### config.mk
export PLATFORM = sky130hd
export DESIGN_NAME = arc_mem_arbiter
export DESIGN_NICKNAME = d
export VERILOG_FILES = /design/src/rtl/arc_mem_arbiter.sv
export SDC_FILE = /design/constraint.sdc
export NUM_CORES = 1
export LEC_CHECK = 0
export ABC_CLOCK_PERIOD_IN_PS = 2960
export CORE_ASPECT_RATIO = 0.6
export CORE_MARGIN = 5
export CORE_UTILIZATION = 65
export CTS_CLUSTER_DIAMETER = 150
export DETAILED_ROUTE_END_ITERATION = 8
export DONT_BUFFER_PORTS = 1
export PLACE_DENSITY = 0.82
export SLEW_MARGIN = 20
export SYNTH_ARGS = -nofsm -noshare
export SYNTH_HDL_FRONTEND = slang
export SYNTH_SLANG_ARGS = --single-unit
### constraint.sdc
create_clock -name clk -period 2.96 [get_ports clk]
set_clock_uncertainty 0.1 [all_clocks]
set_input_delay 0.592 -clock clk [delete_from_list [all_inputs] [get_ports clk]]
set_output_delay 0.592 -clock clk [all_outputs]
set_load 0.05 [all_outputs]
### src/rtl/arc_mem_arbiter.sv
// Round-robin arbiter sharing one ack-handshaked memory bus between instruction fetch and data load/store.
// Latency: request sampled in IDLE drives mem_req on the next edge; done pulses on the edge after ack is seen.
// Backpressure: requesters hold req until done; a slave ack that lingers is absorbed in RELEASE.
module arc_mem_arbiter #(
    parameter int AW      = 32,
    parameter int DW      = 32,
    parameter int TIMEOUT = 255
) (
    input  logic          clk,
    input  logic          rst,
    input  logic          if_req,
    input  logic [AW-1:0] if_addr,
    output logic [DW-1:0] if_rdata,
    output logic          if_done,
    input  logic          d_req,
    input  logic          d_we,
    input  logic [AW-1:0] d_addr,
    input  logic [DW-1:0] d_wdata,
    output logic [DW-1:0] d_rdata,
    output logic          d_done,
    output logic          mem_req,
    output logic          mem_we,
    output logic [AW-1:0] mem_addr,
    output logic [DW-1:0] mem_wdata,
    input  logic [DW-1:0] mem_rdata,
    input  logic          ack,
    output logic          busy,
    output logic          err
);

    localparam int CW = (TIMEOUT < 1) ? 1 : $clog2(TIMEOUT + 1);
    localparam logic [CW-1:0] CNT_LAST = CW'(TIMEOUT - 1);
    localparam logic OWN_FETCH = 1'b0;
    localparam logic OWN_DATA  = 1'b1;

    typedef enum logic [1:0] {S_IDLE, S_WAIT, S_RELEASE} state_t;

    state_t         state_q, state_nxt;
    logic           owner_q, owner_nxt;
    logic           last_owner_q, last_owner_nxt;
    logic [CW-1:0]  cnt_q, cnt_nxt;
    logic           mem_req_nxt, mem_we_nxt;
    logic [AW-1:0]  mem_addr_nxt;
    logic [DW-1:0]  mem_wdata_nxt;
    logic [DW-1:0]  if_rdata_nxt, d_rdata_nxt;
    logic           if_done_nxt, d_done_nxt, busy_nxt, err_nxt;
    logic           grant_data;
    logic           timeout_hit;

    // Data wins only when fetch is idle or fetch owned the bus last.
    assign grant_data  = d_req && (!if_req || (last_owner_q == OWN_FETCH));
    assign timeout_hit = (cnt_q == CNT_LAST);

    always_ff @(posedge clk or negedge rst) begin
        if (!rst) state_q <= S_IDLE;
        else      state_q <= state_nxt;
    end

    always_comb begin
        state_nxt = state_q;
        case (state_q)
            S_IDLE:    if (if_req || d_req)        state_nxt = S_WAIT;
            S_WAIT:    if (ack || timeout_hit)     state_nxt = S_RELEASE;
            S_RELEASE: if (!ack)                   state_nxt = S_IDLE;
            default:                               state_nxt = S_IDLE;
        endcase
    end

    always_comb begin
        owner_nxt      = owner_q;
        last_owner_nxt = last_owner_q;
        cnt_nxt        = cnt_q;
        mem_req_nxt    = mem_req;
        mem_we_nxt     = mem_we;
        mem_addr_nxt   = mem_addr;
        mem_wdata_nxt  = mem_wdata;
        if_rdata_nxt   = if_rdata;
        d_rdata_nxt    = d_rdata;
        if_done_nxt    = 1'b0;
        d_done_nxt     = 1'b0;
        err_nxt        = err;
        busy_nxt       = (state_nxt != S_IDLE);
        case (state_q)
            S_IDLE: begin
                if (if_req || d_req) begin
                    owner_nxt     = grant_data;
                    mem_req_nxt   = 1'b1;
                    mem_we_nxt    = grant_data && d_we;
                    mem_addr_nxt  = grant_data ? d_addr : if_addr;
                    mem_wdata_nxt = d_wdata;
                    cnt_nxt       = '0;
                end
            end
            S_WAIT: begin
                cnt_nxt = CW'(cnt_q + 1'b1);
                if (ack || timeout_hit) begin
                    mem_req_nxt    = 1'b0;
                    last_owner_nxt = owner_q;
                    if (owner_q == OWN_DATA) d_done_nxt  = 1'b1;
                    else                     if_done_nxt = 1'b1;
                    if (ack) begin
                        if (!mem_we) begin
                            if (owner_q == OWN_DATA) d_rdata_nxt  = mem_rdata;
                            else                     if_rdata_nxt = mem_rdata;
                        end
                    end else begin
                        err_nxt = 1'b1;
                        if (owner_q == OWN_DATA) d_rdata_nxt  = '0;
                        else                     if_rdata_nxt = '0;
                    end
                end
            end
            default: ;
        endcase
    end

    always_ff @(posedge clk or negedge rst) begin
        if (!rst) begin
            owner_q      <= OWN_FETCH;
            last_owner_q <= OWN_DATA;
            cnt_q        <= '0;
            mem_req      <= 1'b0;
            mem_we       <= 1'b0;
            mem_addr     <= '0;
            mem_wdata    <= '0;
            if_rdata     <= '0;
            d_rdata      <= '0;
            if_done      <= 1'b0;
            d_done       <= 1'b0;
            busy         <= 1'b0;
            err          <= 1'b0;
        end else begin
            owner_q      <= owner_nxt;
            last_owner_q <= last_owner_nxt;
            cnt_q        <= cnt_nxt;
            mem_req      <= mem_req_nxt;
            mem_we       <= mem_we_nxt;
            mem_addr     <= mem_addr_nxt;
            mem_wdata    <= mem_wdata_nxt;
            if_rdata     <= if_rdata_nxt;
            d_rdata      <= d_rdata_nxt;
            if_done      <= if_done_nxt;
            d_done       <= d_done_nxt;
            busy         <= busy_nxt;
            err          <= err_nxt;
        end
    end

endmodule

### Word level (Yosys, flattened, before mapping)

Cells that the tools add are included.

* bits in registers: 146
* latch bits: 0
* memory bits (writable): 0
* bits in read-only memories: 0
* input port bits: 134
* output and inout bits: 134
* word-level logic and storage cells: 64
* memories kept: 0

* $add $sub $neg: 1
* $mul: 0
* div/mod/pow operators: 0
* $lt $le $gt $ge: 0
* equal/unequal tests: 6
* shift-type cells: 0
* mux-type cells: 24
* bitwise gates (word level): 3
* reduce and logical (&&, ||, !) cells: 16

Operator list (count)
* 32-bit two-way mux: 9
* 8-bit case mux with 2 select lines: 1
* 8-bit by 1-bit adder with 8-bit output, second input constant: 1
* 8-bit equality test, second input constant: 1
* 1-bit two-way mux: 8
* 8-bit two-way mux: 1
* 4-bit AND reduction: 2
* 2-bit two-way mux: 3
* 2-bit != test, second input constant: 3
* 2-bit case mux with 3 select lines: 1
* 2-bit AND reduction: 3
* 3-bit AND reduction: 2
* 2-bit nonzero test: 2
* 1-bit logical OR: 3
* 1-bit NOT: 3
* 2-bit by 1-bit equality test with 1-bit output, second input constant: 1
* 2-bit equality test, second input constant: 1
* 1-bit logical AND: 2
* 2-bit zero test: 1
* 1-bit case mux with 2 select lines: 1
* 1-bit zero test: 1

### Longest topological paths before layout

* depth in word-level cells: 5
* depth in mapped cells: 7
* depth with buffers taken out: 5

### Worst setup path before layout

Ideal clock, no wire load.

* path kind: reg-to-reg
* start point: reg state_q[0]
* end point: reg mem_wdata[10]
* arrival: 1497 ps
* required time: 2735 ps
* slack: 1238 ps
* cell stages (with the launch flop): 7
* path through: dfrtp_1 buf_6 or2_1 buf_6 nor2_8 buf_12 mux2_4

* word-level cells in the longest chain between the ends: 2

Ends and longest elaborated chain
* from (decl): RTL line 38 `state_t state_q, state_nxt;`
* from (signal assigned): RTL line 56 `else state_q <= state_nxt;`
* 2-bit zero test: RTL line 83 `case (state_q)`
* 2-bit AND reduction (no source line)
* to (signal assigned): RTL line 139 `mem_wdata <= mem_wdata_nxt;`
* to (decl): RTL line 24 `output logic [DW-1:0] mem_wdata,`

No other way between the ends.
A chain may end at the register's enable or synchronous reset.

### Worst setup path in the final report

* start point: reg mem_we
* end point: reg d_rdata[16]

* word-level cells in the longest chain between the ends: 2

Ends and longest elaborated chain
* from (decl): RTL line 22 `output logic mem_we,`
* from (signal assigned): RTL line 137 `mem_we <= mem_we_nxt;`
* 2-bit != test (no source line)
* 4-bit AND reduction (no source line)
* to (signal assigned): RTL line 141 `d_rdata <= d_rdata_nxt;`
* to (decl): RTL line 19 `output logic [DW-1:0] d_rdata,`

No other way between the ends.

==> results.md <==
* Status: complete, but fails checks
* Failing checks: hold timing
* Warning count from the yosys run at 0
* LEAKAGE at 2.95 nW
* Die Area at 13000 um2
* Sequential power share at 59.0%
* Period utilization at 77.2%
* Register area share after synthesis at 52.1%
* Post-cts resize count at 0
* First drt pass iteration count at 6
* Share of cells above drive strength 1 at 13.5%
* Chip height at 90.5 um
* FF+latch area at 3650 um2
* Crit path max-delay cell type: dfrtp_1
* Synth unique cells at 46
* Fin cells at 778
* Clock network power share at 18.4%
* Initial antenna violation count at 0
* Syn Nets at 803
* Most common cell in the netlist: dfrtp_1
* Critical Path Source Type: flip-flop
* Syn-to-layout area delta at 7.67%
* Grt total ovfl at 0
* Final WS setup at 0.674 ns
* Yosys top cell by area: dfrtp_1
* Critical-path cell list: nand2b_2 > buf_4 > o311ai_0 > nand3_1
* Global-route wire length before repair at 29200 um
* Setup TNS at 0 ns
* Endpoints failing setup at 0
* # rows at 29
* NetSw at 0.00622 W
* H-tree depth at 4
* Max-Slew Margin vs Limit at 50.4%
* Number of global-route vias before repair at 5343
* Multi-input gate area at 3020 um2
* Detailed Route Iter0 Violations at 643
* Count of flip-flops with a built-in enable after synthesis at 0
* Clk_lat worst skew at 0.41 ns
* Pwr per Cell Area at 1520 nW/um2
* Synth top area share at 51.7%
* FILL cells at 704
* Max-slew violations at 0
* Ports at 268
* Max-cap violations at 0
* Crit-path max cell delay at 0.73 ns
* Starting Density at 66.4%
* Placed cells at 746
* Arr. time, crit path at 2.53 ns
* RePlAce Congestion at 0.864
* Number of CTS-inserted buffers at 17
* Min-Delay Path Class: in2async
* Peak VDD IR at 0.000882 V
* Top_reg_cell synth: dfrtp_1
* Most common library cells after synthesis: 145 x dfrtp_1, 133 x nand3_1, 101 x o21ai_0
* Met2 GRT Util at 42.3%
* PortBufs at 0
* Global-route total usage across every layer at 27.9%
* Sw frac at 54.1%
* Top cells by area, synth: dfrtp_1 52%, nand3_1 9.5%, o311ai_0 8.0%
* Combinational power share at 22.6%
* Highest clock rate at 437 MHz
* Via density at 7.07
* WL final at 18500 um
* Root Buffer: clkbuf_16
* Met3 Use GR at 11.9%
* Vias at 5501
* Tmin final at 2.29 ns
* Gate Count Post-Synth at 667
* Clock Path Buffers at 2
* Nets at 762
* Placement Cell Area at 6970 um2
* Worst-path clk slew at 0.06 ns
* Design Area, Final at 7550 um2
* Synth Cell Area at 7010 um2
* Pre-CTS WS at 0.709 ns
* Element type at the critical path end: flip-flop
* Die width at 144 um
* # DRC at 0
* Slew @ Worst Pin at 0.744 ns
* Sink Count at 146
* Detailed Place HPWL at 12200 um
* Core area at 10600 um2
* Final number of hold-violating endpoints at 145
* N_diodes at 0
* Hold Slack at -0.229 ns
* WP data required at 3.20 ns
* Int Power at 0.00526 W
* Avg Inst Size Synth at 10.5 um2
* Max Fanout on Critical Path at 42
* Number of synthesized register bits at 146
* RSZ-0062 raised after global routing: no
* Met1 GRT Util at 36.5%
* Async SR Flop Fraction at 100%
* CTS tree: done
* WL/cell at 23.8 um
* Largest net degree at the start of global routing at 147
* Top Usage Layer GRT: met2
* Crit path kind: reg2reg
* DRT antenna net count at 0
power groups by stage:
stage / Combinational (W) / Sequential (W) / Clock (W)
after detailed placement: 0.00258 / 0.00681 / 0
after global placement: 0.00242 / 0.00675 / 0
final: 0.00260 / 0.00677 / 0.00211
after CTS: 0.00259 / 0.00678 / 0.00213
after floorplan: 0.00228 / 0.00642 / 0
after global routing: 0.00290 / 0.00690 / 0.00223
cells in the final DEF (no fill, tap or decap), types with 3 or more instances in the layout:
cell type	count
o21ai_0	101
inv_1	5
inv_6	4
mux2_2	6
nor3_1	3
nand2_1	36
o22ai_1	3
clkinvlp_4	4
clkbuf_16	17
nand3_1	132
mux2i_1	34
mux2_4	26
dfrtp_1	145
nor2_1	4
o311ai_0	64
buf_4	14
kinds of logic after synthesis:
| family | synth area share (%) |
|---|---|
| DFF | 52.1 |
| xor gates and xnor gates | 0.125 |
| muxes | 11.4 |
| AOI/OAI and AO/OA | 17.0 |
| adders and majority gates | 0.357 |
| buffers and inverters | 5.44 |
| and+or+nand+nor | 13.6 |
worst max-delay path, delay by kind of cell, from the launching register on:
family / cells / cell delay [ns]
and+or+nand+nor: 2 / 0.82
AOI/OAI and AO/OA: 1 / 0.20
DFF: 1 / 0.73
buffers and inverters: 1 / 0.36
stage by stage:
step,util [%],power (W)
finish,71.5,0.0115
detailed placement,66.0,0.00939
CTS,71.5,0.0115
global placement,66.0,0.00917
global route,71.5,0.0120
floorplan,-,0.00870
final timing paths:
path | slack [ns] | from | cells after the start | to
worst max-delay path | 0.67 | mem_we$_DFFE_PN0P_ | 4 | d_rdata[16]$_DFFE_PN0P_
worst min-delay path | -0.23 | rst | 0 | mem_wdata[3]$_DFFE_PN0P_
worst max register to register | 0.67 | mem_we$_DFFE_PN0P_ | 4 | d_rdata[16]$_DFFE_PN0P_
worst min register to register | 0.41 | cnt_q[7]$_DFFE_PN0P_ | 1 | cnt_q[7]$_DFFE_PN0P_
max in group asynchronous | 2.74 | rst | 0 | last_owner_q$_DFFE_PN1P_
min in group clk | 0.21 | ack | 1 | err$_DFFE_PN0P_
area by class of cell:
| cell class | count | area share, % |
|---|---|---|
| sequential | 146 | 48.4 |
| clock inverter | 13 | 1.99 |
| tap | 139 | 2.30 |
| multi-input combinational | 442 | 39.9 |
| inverter | 5 | 0.249 |
| clock buffer | 19 | 5.73 |
| timing repair buffer | 14 | 1.39 |
sequential cells by signal, summed over array words and instances (netlist names):
| register | cells |
|---|---|
| busy | 1 |
| mem_req | 1 |
| state_q | 2 |
| mem_wdata | 32 |
| cnt_q | 8 |
| if_done | 1 |
| if_rdata | 32 |
| owner_q | 1 |
| last_owner_q | 1 |
| mem_addr | 32 |
| d_rdata | 32 |
| mem_we | 1 |
| d_done | 1 |
| err | 1 |
metal layers:
| metal | vias up | part of all wire (%) |
|---|---|---|
| met5 | - | 0 |
| met3 | 26 | 13 |
| met2 | 332 | 48 |
| li1 | 2422 | - |
| met1 | 2721 | 38 |
| met4 | 0 | 1.4 |
repair_timing:
action,4_1_cts,5_1_grt
setup buffers,0,0
endpoints found under the hold margin,146,146
setup endpoints to repair,0,0
Note: power is estimated with default switching activity, not from simulation.
